<file path="src/rtl/imem_loader.sv">
// Byte-stream program loader: packs big-endian bytes into instruction words,
// writes them to sequential instruction-memory addresses and releases the CPU when done.
module imem_loader #(
  parameter int BUS_WIDTH  = 32,
  parameter int ADDR_WIDTH = 10
) (
  input  logic                  CLK,
  input  logic                  RST,
  input  logic                  in_valid,
  input  logic [7:0]            in_data,
  input  logic                  in_last,
  output logic                  in_ready,
  input  logic                  reload,
  output logic                  imem_we,
  output logic [ADDR_WIDTH-1:0] imem_addr,
  output logic [BUS_WIDTH-1:0]  imem_wdata,
  output logic                  cpu_run,
  output logic [ADDR_WIDTH:0]   word_count,
  output logic                  error
);

  typedef enum logic [1:0] {S_LOAD, S_WRITE, S_DONE, S_ERR} state_t;

  localparam logic [ADDR_WIDTH-1:0] PTR_ONE = {{(ADDR_WIDTH-1){1'b0}}, 1'b1};
  localparam logic [ADDR_WIDTH:0]   CNT_ONE = {{ADDR_WIDTH{1'b0}}, 1'b1};

  state_t                r_state;
  state_t                w_state_next;
  logic [BUS_WIDTH-1:0]  r_word;
  logic [1:0]            r_byte_cnt;
  logic                  r_last;
  logic [ADDR_WIDTH-1:0] r_ptr;
  logic [ADDR_WIDTH:0]   r_count;

  logic w_accept;
  logic w_fourth;
  logic w_ptr_full;
  logic w_reload;

  assign w_accept   = in_valid && (r_state == S_LOAD);
  assign w_fourth   = (r_byte_cnt == 2'd3);
  assign w_ptr_full = &r_ptr;
  assign w_reload   = reload && ((r_state == S_DONE) || (r_state == S_ERR));

  always_ff @(posedge CLK or posedge RST) begin
    if (RST) begin
      r_state <= S_LOAD;
    end else begin
      r_state <= w_state_next;
    end
  end

  always_comb begin
    w_state_next = r_state;
    case (r_state)
      S_LOAD: begin
        if (w_accept) begin
          if (w_fourth) begin
            w_state_next = S_WRITE;
          end else if (in_last) begin
            w_state_next = S_ERR;
          end
        end
      end
      S_WRITE: begin
        // End-of-program wins over a full memory: the last slot may hold the final word.
        if (r_last) begin
          w_state_next = S_DONE;
        end else if (w_ptr_full) begin
          w_state_next = S_ERR;
        end else begin
          w_state_next = S_LOAD;
        end
      end
      S_DONE: begin
        if (w_reload) begin
          w_state_next = S_LOAD;
        end
      end
      S_ERR: begin
        if (w_reload) begin
          w_state_next = S_LOAD;
        end
      end
      default: w_state_next = S_LOAD;
    endcase
  end

  always_ff @(posedge CLK or posedge RST) begin
    if (RST) begin
      r_word     <= '0;
      r_byte_cnt <= 2'd0;
      r_last     <= 1'b0;
      r_ptr      <= '0;
      r_count    <= '0;
    end else begin
      if (w_accept) begin
        if (w_fourth) begin
          r_word     <= {r_word[BUS_WIDTH-9:0], in_data};
          r_byte_cnt <= 2'd0;
          r_last     <= in_last;
        end else if (in_last) begin
          r_word     <= '0;
          r_byte_cnt <= 2'd0;
        end else begin
          r_word     <= {r_word[BUS_WIDTH-9:0], in_data};
          r_byte_cnt <= r_byte_cnt + 2'd1;
        end
      end
      if (r_state == S_WRITE) begin
        // The pointer parks at the top address; the count alone records the final commit.
        r_count <= r_count + CNT_ONE;
        if (!w_ptr_full) begin
          r_ptr <= r_ptr + PTR_ONE;
        end
      end
      if (w_reload) begin
        r_word     <= '0;
        r_byte_cnt <= 2'd0;
        r_last     <= 1'b0;
        r_ptr      <= '0;
        r_count    <= '0;
      end
    end
  end

  assign in_ready   = (r_state == S_LOAD);
  assign imem_we    = (r_state == S_WRITE);
  assign imem_addr  = r_ptr;
  assign imem_wdata = r_word;
  assign cpu_run    = (r_state == S_DONE);
  assign error      = (r_state == S_ERR);
  assign word_count = r_count;

endmodule

</file>
<file path="config.mk">
export PLATFORM = sky130hd
export DESIGN_NAME = imem_loader
export DESIGN_NICKNAME = d
export VERILOG_FILES = /design/src/rtl/imem_loader.sv
export SDC_FILE = /design/constraint.sdc
export NUM_CORES = 1
export LEC_CHECK = 0
export BUFFER_PORTS_ARGS = -buffer_cell sky130_fd_sc_hd__buf_2
export CORE_MARGIN = 2
export CORE_UTILIZATION = 56
export DETAILED_ROUTE_END_ITERATION = 16
export PLACE_DENSITY = 0.81
export SYNTH_ARGS = -nofsm -noshare
export SYNTH_HDL_FRONTEND = slang
export SYNTH_SLANG_ARGS = --single-unit
</file>
<file path="constraint.sdc">
create_clock -name CLK -period 4.8 [get_ports CLK]
set_clock_uncertainty 0.05 [all_clocks]
set_input_delay 0.96 -clock CLK [delete_from_list [all_inputs] [get_ports CLK]]
set_output_delay 0.96 -clock CLK [all_outputs]
set_load 0.01 [all_outputs]
</file>
# Yosys cells after proc, flatten, opt, wreduce, memory -nomap -nowiden
# Index checks and enable logic that the tools add are counted.
# op_classes
addsub	3
eq_ne	8
muxes	23
reduce_logical	12
# op_table
op	count
$mux 32	4
$mux 10	3
$mux 11	2
$mux 2	10
$add 11x1->11 const B	1
$add 10x1->10 const B	1
$reduce_and 10->1	1
$eq 2x2->1 const B	3
$ne 2x1->1 const B	3
$pmux 2 s3	1
$reduce_bool 2->1	3
$reduce_and 2->1	2
$mux 1	3
$ne 3x2->1 const B	1
$reduce_and 3->1	1
$add 2x1->2 const B	1
$eq 2x1->1 const B	1
$logic_and 1x1->1	2
$logic_not 2->1	1
$reduce_or 2->1	1
$logic_or 1x1->1	1
# word_totals
ff_bits	58
inputBits	13
out_inout_bits	57
elab_cells	52

# Depth between registers and ports, before layout
# logic_depth
word_depth	5
ltp_mapped	7
ltp_nobuf	5

# Least setup slack after synthesis
# No wires, ideal clock.
# synth_timing
path_type	input port to flip-flop
from	input reload
to	register r_word[10], in the netlist imem_wdata[10]
setup_ns	0.083
arrival_time_ns	2.133
required_ns	4.667
setup_slack_ns	2.535
path_stages	7
path_buffers	3
path_cell_list	and2_1 -> clkbuf_1 -> nor2_1 -> clkbuf_1 -> clkbuf_1 -> nand2_1 -> o21ai_0
# synth_between
elab_chain_cells	2
word_cells_on_any_way	3
cone_classes	1 x mux; 2 x reduce/logical
# synth_rtl
item	line	rtl
start: declaration	13	input logic reload,
$logic_and 1x1->1 (*)	43	assign w_reload = reload && ((r_state == S_DONE) || (r_state == S_ERR));
$mux 32 / $reduce_bool 2->1 (equally long branches)	--	
end signal: assignment	99	r_word <= {r_word[BUS_WIDTH-9:0], in_data};
end signal: assignment	106	r_word <= {r_word[BUS_WIDTH-9:0], in_data};
end: declaration	29	logic [BUS_WIDTH-1:0] r_word;
# Every way passes the cells marked *; elsewhere a longest branch is shown, timed or not.
# A chain may end at the register's enable or synchronous reset.

# Worst setup path in the final report
# layout_timing
from	register r_state[1]
to	output imem_we
# layout_between
elab_chain_cells	1
# layout_rtl
item	line	rtl
start: declaration	27	state_t r_state;
start signal: assignment	49	r_state <= w_state_next;
$eq 2x1->1	128	assign imem_we = (r_state == S_WRITE);
end: declaration	14	output logic imem_we,
# Every way passes these cells.

==> reports/qor.yml <==
dp_slack_ns: 2.03
p_per_area_nw_per_um2: 512
drc_errors: 0
met2_usage_pct: 33.2
cts_resized: 0
layout_setup_ws_ns: 1.99
clkSinkCount: 58
ys.flop_type: "dfrtp_1"
finalSetupViolCount: 0
grt_max_degree: 69
cp_max_fo: 14
synthesis.area_um2: 2580
ys_async_sr_fraction_pct: 100
crit_arrival_ns: 1.80
status: "finished clean"
required_ns: 3.79
synthDistinctLibCells: 36
num_vias: 2211
die_h_um: 71.9
cts_tree: "done"
syn-instance-count: 282
avgSynthCellArea_um2: 9.15
htreeDepth: 3
port_buffers: 69
final_cells: 403
gp_congestion: 0.825
synth_warnings: 0
synthTopCellsByArea: "dfrtp_1, nand2_1, o21ai_0, nand3_1, clkbuf_1"
die_area_um2: 5170
synth_top_area_share_pct: 56.3
fin_crit_sh_pct: 58.5
avgRoutedWirePerCell_um: 13.6
viasPerCell: 5.49
row_count: 24
drive_gt1_share_pct: 25.1
grt_pass1_wl_um: 9160
cts-root-buf: "clkbuf_8"
grt_overflow: 0
grtUsageMet1_pct: 33.2
clk-insertion-delay-late_ns: 0.33
place_area_um2: 2960
ys_top_cells_by_count: "nand2_1, dfrtp_1, o21ai_0"
met3_usage_pct: 4.36
p_leak_uw: 0.00156
diodes: 0
die_w_um: 71.9
tightest_slew_ns: 1.14
drtPass1Iterations: 5
numCtsBuffers: 9
post_cts_buffers: 0
design_area_um2: 3110
postRouteAntennaNets: 0
antenna_found_initial: 0
hold_viol: 0
yosysTopAreaCell: "dfrtp_1"
dp.cells: 390
drtIter0Drc: 174
num_io_pins: 70
initial_utilization_pct: 58.8
fp.coreArea_um2: 4380
busiest_layer: "met2"
synth_edf_count: 0
final.min_clock_period_ns: 2.81
critPathLaunchType: "flip-flop"
grt_pass1_vias: 1944
synth_seq_area_share_pct: 56.3
clkTransAtPathRegs_ns: 0.07
nets: 365
synth_nets: 298
cap_violations: 0
rsz0062_at_grt: "no"
synth.most_common_cell: "nand2_1"
area_growth_pct: 20.4
fill_cells: 339
min_path_type: "flip-flop to flip-flop"
end_kind: "output port"
cts_buffer_depth: 2
routed_wl_um: 5500
grt_usage_pct: 23.1
slew_viol_final: 0
synth-seq-cells: 58
dp_hpwl_um: 3610
maxSlewHeadroom_pct: 23.8
clock.fmax_mhz: 356
crit_type: "flip-flop to output port"
ctsHoldBuffers: 0
peakVddDrop_v: 0.000411
finalSetupTns_ns: 0
-- worst paths after layout --
| kind | depth (start not counted) | startpoint | slack [ns] | end |
|---|---|---|---|---|
| setup / recovery | 3 | r_state[1] | 1.99 | imem_we |
| hold / removal | 2 | imem_wdata[26] | 0.42 | imem_wdata[26] |
| setup reg to reg | 5 | imem_addr[0] | 2.49 | imem_addr[3] |
| hold reg to reg | 2 | imem_wdata[26] | 0.42 | imem_wdata[26] |
| max in group asynchronous | 3 | RST | 3.46 | imem_addr[5] |
| min in group asynchronous | 3 | RST | 0.77 | word_count[7] |
-- state kept, by name (all words and copies together), names as in the netlist --
signal and count:
r_state 2, imem_addr 10, r_byte_cnt 2, imem_wdata 32, word_count 11, r_last 1
-- area by class of cell --
class | instances | area [um2] | share of cell area, %
Multi-Input combinational cell | 205 | 1070 | 34.4
Inverter | 4 | 15.0 | 0.483
Clock inverter | 4 | 22.5 | 0.725
Tap cell | 52 | 65.1 | 2.10
Sequential cell | 58 | 1450 | 46.7
Timing Repair Buffer | 71 | 360 | 11.6
Clock buffer | 9 | 124 | 3.99
-- worst max-delay path, cell delays in order (launching register included) --
cell	delay (ns)
dfrtp_1	0.59
nand2b_1	0.29
clkinv_1	0.34
buf_2	0.25
-- per-stage QoR --
step | hold WS, ns | utilization (%) | total power (uW)
floorplan | 0.404 | - | 1040
global placement | 0.407 | 67.5 | 1230
detailed placement | 0.415 | 67.5 | 1240
CTS | 0.429 | 70.8 | 1600
global route | 0.451 | 70.8 | 1700
finish | 0.424 | 70.8 | 1590
-- routing by layer --
layer / vias to the layer above / share of wire, % / wire, um
met5: - / 0 / 0
met4: 0 / 1.7 / 94
met3: 13 / 6.3 / 349
met2: 84 / 46 / 2520
met1: 994 / 46 / 2530
li1: 1120 / - / -
-- cell usage in the layout, fill, tap and decap left out, types with 3 or more instances in the layout --
cell type  count
nor3_1         6
clkinv_2       3
a21oi_1        3
nand2_1       80
mux2i_1        5
clkbuf_8       9
o31ai_1        3
dfrtp_1       58
nor2_1         6
o21ai_0       44
nand4_1        4
ha_1           3
nand3_1       21
buf_2         69
-- kinds of logic after synthesis --
kind of cell	count (synthesis)	share of synthesized area (%)
compound gates	63	14.0
fa+ha+maj	3	1.46
buf+inv	19	2.81
flops	58	56.3
mux	5	1.94
simple gates	134	23.5
-- where the power goes --
part           switching [uW]  internal, uW
Clock                     183           175
Sequential                123           612
Combinational             318           179
Power figures use the tool's default switching activity.
